[src/rtl/mem_arb_pkg.sv]
// Shared types and constants for the unified-memory port arbiter:
// FSM state encoding, grant identifiers and default bus widths.
package mem_arb_pkg;

  localparam int AW_DEF = 5;
  localparam int DW_DEF = 16;
  localparam int AGE_W  = 4;

  typedef enum logic [1:0] {
    ST_IDLE   = 2'd0,
    ST_ACCESS = 2'd1,
    ST_RESP   = 2'd2
  } state_t;

  localparam logic [1:0] GNT_NONE = 2'd0;
  localparam logic [1:0] GNT_IFU  = 2'd1;
  localparam logic [1:0] GNT_DAT  = 2'd2;
  localparam logic [1:0] GNT_LDR  = 2'd3;

  // Loader traffic is always a write; the data stage writes only when dat_we is set.
  function automatic logic is_write(input logic [1:0] gnt, input logic dat_we);
    return (gnt == GNT_LDR) || ((gnt == GNT_DAT) && dat_we);
  endfunction

endpackage

[src/rtl/mem_arb_pick.sv]
// Combinational winner selection: LDR > DAT > IFU, with IFU promoted above
// DAT once it has aged out. The port just served is masked during RESP.
module mem_arb_pick
  import mem_arb_pkg::*;
(
  input  logic       i_ldr_req,
  input  logic       i_dat_req,
  input  logic       i_ifu_req,
  input  logic       i_age_expired,
  input  logic [1:0] i_last_id,
  output logic [1:0] o_winner
);

  logic w_ldr_elig;
  logic w_dat_elig;
  logic w_ifu_elig;

  // The port acked in RESP still shows its old request, so it sits this round out.
  assign w_ldr_elig = i_ldr_req && (i_last_id != GNT_LDR);
  assign w_dat_elig = i_dat_req && (i_last_id != GNT_DAT);
  assign w_ifu_elig = i_ifu_req && (i_last_id != GNT_IFU);

  always_comb begin
    // NOTE: every always_comb output gets a default first so no path can infer a latch.
    o_winner = GNT_NONE;
    if (w_ldr_elig) begin
      o_winner = GNT_LDR;
    end else if (w_ifu_elig && i_age_expired) begin
      o_winner = GNT_IFU;
    end else if (w_dat_elig) begin
      o_winner = GNT_DAT;
    end else if (w_ifu_elig) begin
      o_winner = GNT_IFU;
    end
  end

endmodule

[src/rtl/mem_port_arbiter.sv]
// Shares the single-port unified memory between loader, data stage and fetch:
// IDLE -> ACCESS (one strobe low) -> RESP (ack), all outputs registered.
module mem_port_arbiter
  import mem_arb_pkg::*;
#(
  parameter int AW       = AW_DEF,
  parameter int DW       = DW_DEF,
  parameter int WAIT_MAX = 4
) (
  input  logic          clk,
  input  logic          proc_rst,
  input  logic          ldr_req,
  input  logic [AW-1:0] ldr_addr,
  input  logic [DW-1:0] ldr_wdata,
  output logic          ldr_ack,
  input  logic          dat_req,
  input  logic          dat_we,
  input  logic [AW-1:0] dat_addr,
  input  logic [DW-1:0] dat_wdata,
  output logic          dat_ack,
  output logic [DW-1:0] dat_rdata,
  input  logic          ifu_req,
  input  logic [AW-1:0] ifu_addr,
  output logic          ifu_ack,
  output logic [DW-1:0] ifu_rdata,
  output logic [AW-1:0] mem_address,
  output logic [DW-1:0] mem_in,
  output logic          mem_write_n,
  output logic          mem_read_n,
  input  logic [DW-1:0] mem_out,
  output logic [1:0]    grant_id,
  output logic          busy
);

  localparam logic [AGE_W-1:0] AGE_MAX = AGE_W'(WAIT_MAX);

  state_t r_state;
  state_t w_next_state;

  logic [1:0]       r_grant_id;
  logic [AW-1:0]    r_mem_address;
  logic [DW-1:0]    r_mem_in;
  logic             r_mem_write_n;
  logic             r_mem_read_n;
  logic             r_ldr_ack;
  logic             r_dat_ack;
  logic             r_ifu_ack;
  logic [DW-1:0]    r_dat_rdata;
  logic [DW-1:0]    r_ifu_rdata;
  logic             r_busy;
  logic [AGE_W-1:0] r_age;

  logic [1:0]    w_last_id;
  logic [1:0]    w_winner;
  logic          w_grant;
  logic          w_write;
  logic          w_age_expired;
  logic [AW-1:0] w_sel_addr;
  logic [DW-1:0] w_sel_wdata;

  assign w_last_id     = (r_state == ST_RESP) ? r_grant_id : GNT_NONE;
  assign w_age_expired = (r_age == AGE_MAX);

  mem_arb_pick u_pick (
    .i_ldr_req     (ldr_req),
    .i_dat_req     (dat_req),
    .i_ifu_req     (ifu_req),
    .i_age_expired (w_age_expired),
    .i_last_id     (w_last_id),
    .o_winner      (w_winner)
  );

  // A new grant can only be issued from IDLE or RESP; ACCESS is a fixed single cycle.
  assign w_grant = (r_state != ST_ACCESS) && (w_winner != GNT_NONE);
  assign w_write = is_write(w_winner, dat_we);

  always_comb begin
    w_sel_addr  = r_mem_address;
    w_sel_wdata = r_mem_in;
    case (w_winner)
      GNT_LDR: begin
        w_sel_addr  = ldr_addr;
        w_sel_wdata = ldr_wdata;
      end
      GNT_DAT: begin
        w_sel_addr  = dat_addr;
        w_sel_wdata = dat_wdata;
      end
      GNT_IFU: begin
        w_sel_addr  = ifu_addr;
      end
      default: ;
    endcase
  end

  always_comb begin
    w_next_state = r_state;
    case (r_state)
      ST_IDLE:   w_next_state = w_grant ? ST_ACCESS : ST_IDLE;
      ST_ACCESS: w_next_state = ST_RESP;
      ST_RESP:   w_next_state = w_grant ? ST_ACCESS : ST_IDLE;
      default:   w_next_state = ST_IDLE;
    endcase
  end

  // NOTE: state registers use non-blocking assignments so every flop samples pre-edge values.
  always_ff @(posedge clk or posedge proc_rst) begin
    if (proc_rst) begin
      r_state <= ST_IDLE;
    end else begin
      r_state <= w_next_state;
    end
  end

  always_ff @(posedge clk or posedge proc_rst) begin
    if (proc_rst) begin
      r_grant_id    <= GNT_NONE;
      r_mem_address <= '0;
      r_mem_in      <= '0;
      r_mem_write_n <= 1'b1;
      r_mem_read_n  <= 1'b1;
      r_ldr_ack     <= 1'b0;
      r_dat_ack     <= 1'b0;
      r_ifu_ack     <= 1'b0;
      r_dat_rdata   <= '0;
      r_ifu_rdata   <= '0;
      r_busy        <= 1'b0;
    end else begin
      r_ldr_ack <= 1'b0;
      r_dat_ack <= 1'b0;
      r_ifu_ack <= 1'b0;
      case (r_state)
        ST_ACCESS: begin
          r_mem_write_n <= 1'b1;
          r_mem_read_n  <= 1'b1;
          r_busy        <= 1'b1;
          r_ldr_ack     <= (r_grant_id == GNT_LDR);
          r_dat_ack     <= (r_grant_id == GNT_DAT);
          r_ifu_ack     <= (r_grant_id == GNT_IFU);
          // mem_out was refreshed by the macro on the falling edge inside ACCESS.
          if (!r_mem_read_n && (r_grant_id == GNT_DAT)) begin
            r_dat_rdata <= mem_out;
          end
          if (!r_mem_read_n && (r_grant_id == GNT_IFU)) begin
            r_ifu_rdata <= mem_out;
          end
        end
        default: begin
          if (w_grant) begin
            r_grant_id    <= w_winner;
            r_mem_address <= w_sel_addr;
            r_mem_in      <= w_sel_wdata;
            r_mem_write_n <= ~w_write;
            r_mem_read_n  <= w_write;
            r_busy        <= 1'b1;
          end else begin
            r_grant_id    <= GNT_NONE;
            r_mem_write_n <= 1'b1;
            r_mem_read_n  <= 1'b1;
            r_busy        <= 1'b0;
          end
        end
      endcase
    end
  end

  // IFU starvation guard: counts DAT grants taken while a fetch is pending.
  always_ff @(posedge clk or posedge proc_rst) begin
    if (proc_rst) begin
      r_age <= '0;
    end else if (!ifu_req) begin
      r_age <= '0;
    end else if (w_grant && (w_winner == GNT_IFU)) begin
      r_age <= '0;
    end else if (w_grant && (w_winner == GNT_DAT) && (r_age != AGE_MAX)) begin
      r_age <= r_age + 1'b1;
    end
  end

  assign ldr_ack     = r_ldr_ack;
  assign dat_ack     = r_dat_ack;
  assign ifu_ack     = r_ifu_ack;
  assign dat_rdata   = r_dat_rdata;
  assign ifu_rdata   = r_ifu_rdata;
  assign mem_address = r_mem_address;
  assign mem_in      = r_mem_in;
  assign mem_write_n = r_mem_write_n;
  assign mem_read_n  = r_mem_read_n;
  assign grant_id    = r_grant_id;
  assign busy        = r_busy;

endmodule

[config.mk]
export PLATFORM = sky130hd
export DESIGN_NAME = mem_port_arbiter
export DESIGN_NICKNAME = d
export VERILOG_FILES = /design/src/rtl/mem_arb_pkg.sv /design/src/rtl/mem_arb_pick.sv /design/src/rtl/mem_port_arbiter.sv
export SDC_FILE = /design/constraint.sdc
export NUM_CORES = 1
export LEC_CHECK = 0
export ABC_AREA = 1
export CAP_MARGIN = 20
export CORE_UTILIZATION = 39
export DETAILED_ROUTE_END_ITERATION = 10
export MAX_ROUTING_LAYER = met4
export PLACE_DENSITY_LB_ADDON = 0.15
export SLEW_MARGIN = 20
export SYNTH_ARGS = -nofsm -noshare
export SYNTH_HDL_FRONTEND = slang
export SYNTH_SLANG_ARGS = --single-unit
[constraint.sdc]
create_clock -name clk -period 4 [get_ports clk]
set_input_delay 0.6 -clock clk [delete_from_list [all_inputs] [get_ports clk]]
set_output_delay 0.6 -clock clk [all_outputs]
set_load 0.03 [all_outputs]
### After elaboration in Yosys (flattened, before gate mapping)

Cells that the tools add are included.

* reductions and logical operators: 22
* $mul: 0
* multiplexer cells: 22
* magnitude comparators: 0
* divide/modulo/power cells: 0
* shifts and indexed selects: 0
* eq/ne operators: 15
* bitwise logic cells: 2
* add/sub/neg operators: 1

Operators by type and width (number)
* $pmux W16 S2: 1
* $pmux W5 S3: 1
* $mux W4: 3
* $logic_and A1 B1 Y1: 11
* $mux W1: 11
* $eq A2 B2 Y1 const B: 5
* $mux W2: 5
* $eq A2 B1 Y1 const B: 3
* $reduce_and A3 Y1: 2
* $add A4 B1 Y4 const B: 1
* $eq A4 B3 Y1 const B: 1
* $ne A2 B1 Y1 const B: 2
* $ne A2 B2 Y1 const B: 2
* $ne A4 B3 Y1 const B: 1
* $pmux W2 S2: 1
* $reduce_and A2 Y1: 2
* $reduce_bool A2 Y1: 2
* $ne A3 B1 Y1 const B: 1
* $reduce_bool A3 Y1: 1
* $logic_not A2 Y1: 1
* $not A1 Y1: 2
* $reduce_or A2 Y1: 1
* $logic_not A1 Y1: 1
* $logic_or A1 B1 Y1: 1

* logic and storage cells: 75
* bits in latches: 0
* output and inout port bits: 61
* bits of input ports: 69
* ROM bits: 0
* memory bits (writable): 0
* flip-flop bits (word level): 67
* memories: 0

### Longest topological paths before layout

Gate-level depths: netlist of the first run.

* depth after elaboration: 15
* gate-level depth with buffers: 18
* mapped depth without buffers: 18

### Modules after synthesis

Synthesis of the first run repeated with hierarchy kept, for this count alone.

* cell total of the unflattened synthesis: 354
* area total of the unflattened synthesis: 3256.9 µm²

By module, submodules not included
* mem_port_arbiter: seq. area each 1679.1 µm², area an instance 3193.1 µm², cells an instance 340, instances 1
* mem_arb_pick: seq. area each 0.0 µm², area an instance 63.8 µm², cells an instance 14, instances 1

### Worst setup path after synthesis of the first run

OpenSTA, ideal clock, no wires.

* path type: reg2reg
* start: reg r_grant_id[1], in the netlist grant_id[1]
* end: reg r_mem_in[0], in the netlist mem_in[0]
* path buffers: 1
* arrival time: 2.024 ns
* cell stages (with the launch flop): 15
* slack: 1.911 ns
* setup time: 0.065 ns
* cells stage by stage: dfrtp_1 inv_2 nor2_2 nand2_1 nand3_1 nand2_1 nand2_1 inv_1 ha_1 inv_2 clkbuf_1 nand2_1 nand2_1 nand3_1 nand2_1

* cells in the longest elaborated chain, start to end: 10
* elaborated cells on any way between the ends: 19
* those cells by class: 5 x eq/ne; 6 x mux; 8 x reduce/logical

Ends and longest elaborated chain
* start, declared: RTL line mem_port_arbiter.sv:40 `logic [1:0] r_grant_id;`
* start signal, assigned: RTL line mem_port_arbiter.sv:150 `r_grant_id <= w_winner;`
* $mux W2 *: RTL line mem_port_arbiter.sv:61 `assign w_last_id = (r_state == ST_RESP) ? r_grant_id : GNT_NONE;`
* $ne A2 B1 Y1: RTL line mem_arb_pick.sv:21 `assign w_ifu_elig = i_ifu_req && (i_last_id != GNT_IFU);`
* $logic_and A1 B1 Y1: RTL line mem_arb_pick.sv:21
* $mux W1: RTL line mem_arb_pick.sv:32 `end else if (w_ifu_elig) begin`
* $mux W2: RTL line mem_arb_pick.sv:30 `end else if (w_dat_elig) begin`
* $mux W2: RTL line mem_arb_pick.sv:28 `end else if (w_ifu_elig && i_age_expired) begin`
* $mux W2 *: RTL line mem_arb_pick.sv:26 `if (w_ldr_elig) begin`
* $eq A2 B2 Y1 / $reduce_bool A2 Y1 (equally long branches): RTL line mem_port_arbiter.sv:80, mem_port_arbiter.sv:74
* $reduce_bool A2 Y1 (no line) / $logic_and A1 B1 Y1 (equally long branches)
* $reduce_and A3 Y1 (no line)
* end signal, assigned: RTL line mem_port_arbiter.sv:152 `r_mem_in <= w_sel_wdata;`
* end, declared: RTL line mem_port_arbiter.sv:42 `logic [DW-1:0] r_mem_in;`

Mark *: on every way between the ends. The rest lies on a longest branch, timed or not.
A chain may end at the register's enable or synchronous reset.

### Worst setup path after layout of the first run

* start: reg r_age[0]
* end: reg r_age[1]

* cells in the longest elaborated chain, start to end: 9
* elaborated cells on any way between the ends: 17
* those cells by class: 1 x add/sub; 5 x eq/ne; 5 x mux; 6 x reduce/logical

Ends and longest elaborated chain
* start, declared: RTL line mem_port_arbiter.sv:51 `logic [AGE_W-1:0] r_age;`
* start signal, assigned: RTL line mem_port_arbiter.sv:176 `r_age <= r_age + 1'b1;`
* $eq A4 B3 Y1: RTL line mem_port_arbiter.sv:62 `assign w_age_expired = (r_age == AGE_MAX);`
* $logic_and A1 B1 Y1: RTL line mem_arb_pick.sv:28
* $mux W2: RTL line mem_arb_pick.sv:28
* $mux W2: RTL line mem_arb_pick.sv:26
* $reduce_bool A2 Y1: RTL line mem_port_arbiter.sv:74 `assign w_grant = (r_state != ST_ACCESS) && (w_winner != GNT_NONE);`
* $logic_and A1 B1 Y1: RTL line mem_port_arbiter.sv:74
* $logic_and A1 B1 Y1, on equally long branches: RTL line mem_port_arbiter.sv:175, mem_port_arbiter.sv:173
* $logic_and A1 B1 Y1 / $mux W4 (equally long branches): RTL line mem_port_arbiter.sv:175, mem_port_arbiter.sv:173
* $ne A3 B1 Y1 (no line) / $mux W4 (equally long branches)

Parallel ways exist; a longest one is shown, timed or not. The select of a mux whose other input is x is not followed.

==> impl_metrics.ini, run 1 <==
[run_status]
outcome = finished clean

[worst_hold_path]
hold_path.class = flop to flop

[place]
port_buffers = 129
dpl.hpwl_um = 5430
gp_congestion = 0.896

[clock_network]
clock-sinks = 67
cts_hold_buffers = 0
cts_root_buf = clkbuf_8
cts-buffers-inserted = 9
cts_tree = done
clk_path_buf_depth = 2
clk-insertion-delay-late_ns = 0.33
clk_pin_slew_ns = 0.07
post_cts_resized = 0
cts_setup_buffers = 0
htree_levels = 3

[timing]
min_period_ns = 2.98
worst_pin_slew_ns = 0.860
finalCritPeriodShare_pct = 74.6
rsz0062_at_grt = no
maxSlewViolCount = 0
final-hold-violation-count = 0
fin_skew_ns = 0.00968
relSlewSlack_pct = 42.6
tns_ns = 0
fmax_mhz = 335
setup_viol = 0

[cells_and_area]
utilization_pct = 59.7
multi_input_area_um2 = 1220
area_growth_pct = 47.5
fillers = 698
drive_above_1_share_pct = 10.9
finalNetCount = 572
regArea_um2 = 1680
antennaDiodeCount = 0

[drt]
vias = 2765
finalWirelength_um = 7370
drt_iter0_markers = 66
route.detailed.drc = 0
first_pass_iters = 4
ant_nets = 0
wl_per_cell_um = 12.2
viasPerCell = 4.57

[setup_path]
crit_path_end_kind = flop
crit_fanout = 23
critPathRequiredTime_ns = 4.23
crit_path_start_kind = flop
critical_path_class = flop to flop
arrival_ns = 3.21

[floorplanning]
die_w_um = 91.8
num_rows = 32
dieArea_um2 = 8430
initial_core_util_pct = 40.5
core_area_um2 = 7770
die_y_um = 91.8
io_pins = 130

[synthesis]
synth_common_cells = nand2_1, dfrtp_1, inv_1
ys_warn_count = 0
synthFlopType = dfrtp_1
seq_area_frac_synth_pct = 53.4
yosysUniqueCellTypes = 26
syn_nets = 444
yosysTopAreaCellShare_pct = 51.7
yosysMostFrequentCell = nand2_1
async_reset_ff_share_pct = 100
synth_edf_count = 0
netlist_area_um2 = 3150
synth_area_per_cell_um2 = 8.50
synth_top_area_cell = dfrtp_1
netlist_top_cells_area = dfrtp_1, nand2_1, o21ai_1
netlist_instances = 370
ys_seq_elements = 67

[flow_run]
maxCapViolations = 0

[power_and_ir_drop]
pwr_density_cell_nw_per_um2 = 753
cellLeakagePower_nw = 2.24
peakVddDrop_mv = 0.241

[grt]
grt_pass1_vias = 2642
grt_antenna_before_repair = 0
gr-total-overflow = 0
grtUsageTotal_pct = 18.7
grt_max_degree = 42
grt_pass1_wl_um = 12100
[placed cells by master (no fill, tap or decap), types with 3 or more instances in the layout]
| cell | n |
|---|---|
| ha_1 | 5 |
| inv_2 | 5 |
| a21oi_1 | 10 |
| clkdlybuf4s50_1 | 129 |
| inv_1 | 29 |
| nor2_2 | 3 |
| nand2_1 | 143 |
| o21ai_1 | 24 |
| nand2_2 | 16 |
| nand4_1 | 6 |
| clkbuf_8 | 10 |
| o21ai_2 | 8 |
| dfrtp_1 | 65 |
| nor2_1 | 7 |
| nand3_1 | 20 |
| o21ai_0 | 5 |
[path summary, 6_finish.rpt]
check	from	to	slack [ns]	cells after the start
min in group asynchronous	proc_rst	ifu_rdata[8]	0.77	2
max reg2reg	r_age[0]	r_age[1]	1.02	15
min reg2reg	dat_rdata[7]	dat_rdata[7]	0.48	2
max in group asynchronous	proc_rst	ifu_rdata[13]	2.26	4
max	r_age[0]	r_age[1]	1.02	15
min	dat_rdata[7]	dat_rdata[7]	0.48	2
[state kept, by name, indices dropped and copies added, names as in the netlist, 2 cells and up]
register     flops
dat_rdata       16
grant_id         2
ifu_rdata       16
mem_address      5
mem_in          16
r_age            4
r_state          2
[power breakdown]
group | leakage, nW | total (mW) | internal, mW | switching (mW)
clock | 0.0863 | 0.488 | 0.241 | 0.246
combinational | 1.32 | 1.84 | 0.735 | 1.11
sequential | 0.830 | 1.16 | 0.983 | 0.179
total | 2.24 | 3.49 | 1.96 | 1.53
[metal layers]
layer | track usage, % | vias to the layer above | share of wire, %
li1 | - | 1414 | -
met1 | 23.6 | 1237 | 46
met2 | 29.8 | 103 | 46
met3 | 3.65 | 11 | 6.0
met4 | 7.42 | 0 | 1.8
met5 | - | - | 0
[kinds of logic (layout without fill, tap and decap cells)]
kind of cell             count (synthesis)  in the layout  share of synthesized area [%]
XOR/XNOR                                 1              1                          0.278
adder cells (fa/ha/maj)                  5              5                           1.99
AND/OR/NAND/NOR                        199            199                           27.4
AO/OA/AOI/OAI                           49             49                           9.19
buffers and inverters                   49            182                           7.76
flip-flops                              67             67                           53.4
[through the flow]
step	total power, mW	instance area [um2]	hold WS (ns)	setup WS, ns	std cells
after floorplan	2.31	3150	0.468	1.72	370
after global placement	3.00	4470	0.456	0.806	589
after detailed placement	3.03	4470	0.462	0.721	589
after CTS	3.53	4640	0.485	1.03	605
after global routing	3.71	4640	0.502	0.663	605
final	3.49	4640	0.481	1.02	605
[area by class of cell]
class	count	area share [%]
Clock buffer	12	3.13
Clock inverter	4	0.566
Inverter	35	2.83
Multi-Input combinational cell	254	26.4
Sequential cell	67	36.2
Tap cell	102	2.75
Timing Repair Buffer	131	28.2
[worst max-delay path: stages, from the launching register on]
cell and delay [ns]:
dfrtp_1 0.43, inv_1 0.08, ha_1 0.19, nand2_1 0.05, nor2_1 0.07, inv_1 0.06
nand3_1 0.06, nand2_1 0.07, nand2_1 0.08, inv_1 0.09, ha_1 0.66, inv_2 0.34
nor3_2 0.40, nor2_1 0.14, nand2_1 0.09, nand2_1 0.05
Note: power is estimated with default switching activity, not from simulation.
==> inputs of run 2 (changes only) <==
==> constraint.sdc (replaced) <==
create_clock -name clk -period 2.6 [get_ports clk]
set_input_delay 0.39 -clock clk [delete_from_list [all_inputs] [get_ports clk]]
set_output_delay 0.39 -clock clk [all_outputs]
set_load 0.03 [all_outputs]
==> run 2 against run 1 <==
- power rose by 64%
- via count grew 2.1%
- final cell count up 0.66%
- clock skew fell by 0.00094 ns
- hold slack lost 0.089 ns
- routed wire length up 1.1%
- register-to-register slack lost 0.78 ns
- combinational power up 56%
- sequential power is 54% higher
- critical endpoint is now r_age[2]
- highest routed layer unchanged
==> impl_metrics.ini, run 2 (synthesis results as in run 1) <==
[clock_network]
clock-sinks = 67
cts-buffers-inserted = 9
clk_path_buf_depth = 2
clk-insertion-delay-late_ns = 0.33
clk_pin_slew_ns = 0.08
cts_root_buf = clkbuf_8
cts_tree = done
htree_levels = 3

[cells_and_area]
antennaDiodeCount = 0
instances_no_fill = 609
final_area_um2 = 4770
drive_above_1_share_pct = 12.4
final_cell_mix = nand2_1, clkdlybuf4s50_1, dfrtp_1, inv_1, o21ai_1
utilization_pct = 61.5
finalNetCount = 576
layout_commonest_cell = nand2_1
area_growth_pct = 51.8

[drt]
ant_nets = 0
first_pass_iters = 6
route.detailed.drc = 0
vias = 2823
drt_iter0_markers = 103
finalWirelength_um = 7450
viasPerCell = 4.64
wl_per_cell_um = 12.2

[setup_path]
r2r-start = r_age[0]
crit-reg2reg-capture = r_age[2]
reg2regPathDepth = 18
critical_path_class = flop to flop
crit_path_end_kind = flop
r2r_slack_ns = 0.24
arrival_ns = 2.58
critPathRequiredTime_ns = 2.82
crit_path_start_kind = flop
crit_fanout = 14

[grt]
grt_pass1_vias = 2665
met2_usage_pct = 30.5
grt_pass1_wl_um = 12300
met1_usage_pct = 23.7
grt_antenna_before_repair = 0
grtUsageTotal_pct = 19.2
busiest_layer = met2
grt_use_met3_pct = 4.31
grt_max_degree = 33
gr-total-overflow = 0

[power_and_ir_drop]
cellLeakagePower_nw = 2.30
power_mw = 5.72
pwr_density_cell_nw_per_um2 = 1200
peakVddDrop_mv = 0.532

[flow_run]
maxCapViolations = 0

[timing]
timing.final.ws_setup_ns = 0.239
finalCritPeriodShare_pct = 90.8
min_period_ns = 2.36
fin_hold_ws_ns = 0.392
fin_skew_ns = 0.00874
setup_viol = 0
tns_ns = 0
worst_pin_slew_ns = 0.653
rsz0062_at_grt = no
maxSlewViolCount = 0
relSlewSlack_pct = 56.3
final-hold-violation-count = 0
fmax_mhz = 424

[place]
gp_congestion = 0.833
dpl.hpwl_um = 5450
dpl_cell_area_um2 = 4510
pre_cts_ws_ns = 0.0226
dp_cells = 593
port_buffers = 129

[floorplanning]
die_y_um = 91.8
num_rows = 32
die_w_um = 91.8
io_pins = 130
dieArea_um2 = 8430
initial_core_util_pct = 40.5
core_area_um2 = 7770

[run_status]
outcome = finished clean

[worst_hold_path]
hold_path.class = primary input to async pin
run 2: changes by cell type in the layout (fill, tap and decap cells not counted), sizes merged:
cell,delta
buf,+4
bufinv,+3
clkbuf,-2
clkinvlp,-1
run 2: per-layer routing:
| metal | part of all wire (%) | vias to the layer above |
|---|---|---|
| met1 | 45 | 1279 |
| li1 | - | 1426 |
| met4 | 1.3 | 0 |
| met2 | 48 | 109 |
| met3 | 6.3 | 9 |
| met5 | 0 | - |
run 2: worst max path at each step:
stage	slack [ns]	from	cells after the start	to
final	0.24	r_age[0]	18	r_age[2]
after global routing	0.03	r_age[0]	17	r_age[1]
after CTS	0.02	r_age[0]	18	r_age[1]
after detailed placement	0.02	dat_req	14	r_age[1]
after global placement	0.18	dat_req	14	r_age[0]
after floorplan	0.51	grant_id[1]	14	mem_in[0]
run 2: area by class of cell:
type / count / area, um2
Multi-Input combinational cell: 254 / 1230
Timing Repair Buffer: 135 / 1350
Tap cell: 102 / 128
Clock buffer: 10 / 138
Clock inverter: 6 / 113
Inverter: 35 / 136
Sequential cell: 67 / 1680
Fill cell: 668 / 2990
run 2: power breakdown:
group,switching (mW),leakage [nW],total (mW),internal (mW)
Clock,0.392,0.126,1.06,0.665
Sequential,0.279,0.830,1.79,1.51
Combinational,1.72,1.34,2.87,1.15
run 2: critical path, cell delays in order, from the launching register on:
cell and delay [ns]:
dfrtp_1 0.43, inv_1 0.09, ha_1 0.14, nand2_1 0.05, nor2_2 0.16, inv_1 0.06, nand3_1 0.06, nand2_1 0.06
nand2_1 0.11, inv_1 0.08, ha_1 0.21, inv_1 0.09, nand2_4 0.12, inv_6 0.15, nand2_2 0.10, nand2_1 0.12
nor2_2 0.08, nand2_1 0.08, nand2_1 0.05
run 2: timing repair:
item / CTS / global route
resized for setup: 0 / 6
setup endpoints to repair: 0 / 22
buffers inserted: 0 / 0
hold buffers: 0 / 0
==> inputs of run 3 (changes only) <==
--- a/config.mk
+++ b/config.mk
@@ -10,7 +10,7 @@
 export CORE_UTILIZATION = 39
 export DETAILED_ROUTE_END_ITERATION = 10
 export MAX_ROUTING_LAYER = met4
-export PLACE_DENSITY_LB_ADDON = 0.15
+export PLACE_DENSITY = 0.84
 export SLEW_MARGIN = 20
 export SYNTH_ARGS = -nofsm -noshare
 export SYNTH_HDL_FRONTEND = slang
==> constraint.sdc (replaced) <==
create_clock -name clk -period 1.92 [get_ports clk]
set_input_delay 0.288 -clock clk [delete_from_list [all_inputs] [get_ports clk]]
set_output_delay 0.288 -clock clk [all_outputs]
set_load 0.03 [all_outputs]
==> run 3 against run 2 <==
- the run now ends with negative setup slack left
- clock-buffer cell count is the same
- via count up 7.6%
- non-clock buffer count rose by 25
- die area stayed put
- setup slack lost 0.29 ns
- routed wire length up 18%
- critical endpoint is now r_age[0]
==> impl_metrics.ini, run 3 (synthesis results as in run 1) <==
[drt]
wl_per_cell_um = 13.8
ant_nets = 0
viasPerCell = 4.79
vias = 3038
first_pass_iters = 4
finalWirelength_um = 8760
drt_iter0_markers = 131
route.detailed.drc = 0

[cells_and_area]
final_cell_mix = clkdlybuf4s50_1, nand2_1, dfrtp_1, o21ai_1, nand2_2
antennaDiodeCount = 0
fillers = 619
drive_above_1_share_pct = 24.4
finalNetCount = 601
area_growth_pct = 66.5
instances_no_fill = 634
layout_commonest_cell = clkdlybuf4s50_1
utilization_pct = 67.4

[timing]
fmax_mhz = 507
timing.final.ws_setup_ns = -0.0539
maxSlewViolCount = 0
fin_hold_ws_ns = 0.400
tns_ns = -0.187
worst_pin_slew_ns = 0.572
relSlewSlack_pct = 61.7
rsz0062_at_grt = yes
finalCritPeriodShare_pct = 103
min_period_ns = 1.97
fin_skew_ns = 0.00759
final-hold-violation-count = 0
setup_viol = 10

[power_and_ir_drop]
cellLeakagePower_nw = 2.48
switching_power_mw = 3.42
pwr-share-comb_pct = 54.2
p_int_mw = 4.47
pwr_density_cell_nw_per_um2 = 1510
sw_frac_of_total_pct = 43.4
seq_power_share_pct = 30.8
peakVddDrop_mv = 0.833
clkPwrFrac_pct = 15.0

[grt]
grt_antenna_before_repair = 0
grt_max_degree = 68
grt_pass1_vias = 3063
gr-total-overflow = 0
grtUsageTotal_pct = 21.2
grt_pass1_wl_um = 13600

[place]
pre_cts_ws_ns = -0.267
gp_congestion = 0.775
port_buffers = 129
dpl.hpwl_um = 5910
dp_cells = 609

[floorplanning]
dieArea_um2 = 8430
core_area_um2 = 7770
io_pins = 130
num_rows = 32
die_w_um = 91.8
initial_core_util_pct = 40.5
die_y_um = 91.8

[setup_path]
crit_fanout = 4
critical_path_class = flop to flop
critPathRequiredTime_ns = 2.20
crit_path_end_kind = flop
crit_path_start_kind = flop
crit-reg2reg-capture = r_age[0]
r2r-start = r_age[0]
reg2regPathDepth = 16
r2r_slack_ns = -0.05
arrival_ns = 2.26

[run_status]
violations = negative setup slack
outcome = finished, violations left

[clock_network]
clk_pin_slew_ns = 0.07
cts-buffers-inserted = 9
clk-insertion-delay-late_ns = 0.34
cts_root_buf = clkbuf_8
cts_hold_buffers = 0
clock-sinks = 67
clk_path_buf_depth = 2
cts_tree = done
htree_levels = 3

[worst_hold_path]
hold_path.class = primary input to async pin

[flow_run]
maxCapViolations = 0
## run 3: changes by cell type in the layout (fill, tap and decap cells not counted), sizes merged
| cell | previous run | this run |
|---|---|---|
| clkbuf | 10 | 13 |
| buf | 6 | 28 |
| bufinv | 3 | 1 |
| clkinvlp | 0 | 2 |
## run 3: power by group through the flow
stage	clock network [mW]	logic [mW]	registers (mW)
finish	1.18	4.28	2.43
global route	1.28	4.58	2.50
CTS	1.21	4.18	2.43
detailed placement	0	4.07	2.44
global placement	0	3.98	2.42
floorplan	0	1.22	3.60
## run 3: worst max-delay path: stages (launching register included)
cell	delay [ns]
dfrtp_1	0.39
inv_2	0.09
ha_4	0.15
nand2_4	0.05
nor2_4	0.11
inv_2	0.05
nand3_2	0.06
nand2_2	0.05
nand2_2	0.09
inv_4	0.06
ha_4	0.16
inv_4	0.07
nand2_8	0.06
nor3_4	0.22
buf_6	0.15
nand4_1	0.08
nand2_1	0.07
## run 3: through the flow
stage,area [um2],power (mW)
2_1_floorplan,3160,4.82
3_3_place_gp,4680,6.39
3_5_place_dp,4680,6.51
4_1_cts,5000,7.82
5_1_grt,5240,8.36
6_report,5240,7.89
## run 3: metal layers
layer,global-route usage (%),vias up,wire length [um]
li1,-,1475,-
met1,24.1,1416,3480
met2,35.2,121,4460
met3,4.06,26,534
met4,11.8,0,285
met5,-,-,0
## run 3: final cells by class
type | count | area, um2 | area share (%)
Clock buffer | 10 | 138 | 2.63
Clock inverter | 6 | 65.1 | 1.24
Inverter | 35 | 155 | 2.96
Multi-Input combinational cell | 254 | 1430 | 27.4
Sequential cell | 67 | 1680 | 32.1
Tap cell | 102 | 128 | 2.44
Timing Repair Buffer | 160 | 1640 | 31.3
## run 3: worst max-delay path by stage
stage                     end  cells past startpoint  slack, ns  startpoint
2_1_floorplan        r_age[2]                     16      -0.01    r_age[0]
3_3_place_gp         r_age[1]                     13      -0.17     dat_req
3_5_place_dp   mem_address[3]                     10      -0.27     dat_req
4_1_cts              r_age[0]                     16      -0.06    r_age[0]
5_1_grt              r_age[0]                     16      -0.17    r_age[0]
6_report             r_age[0]                     16      -0.05    r_age[0]
## run 3: repair_timing
item | CTS | global route
gates resized for setup | 26 | 48
buffers inserted | 4 | 3
gates cloned | 0 | 3
setup endpoints to repair | 26 | 29
pin swaps | 7 | 28
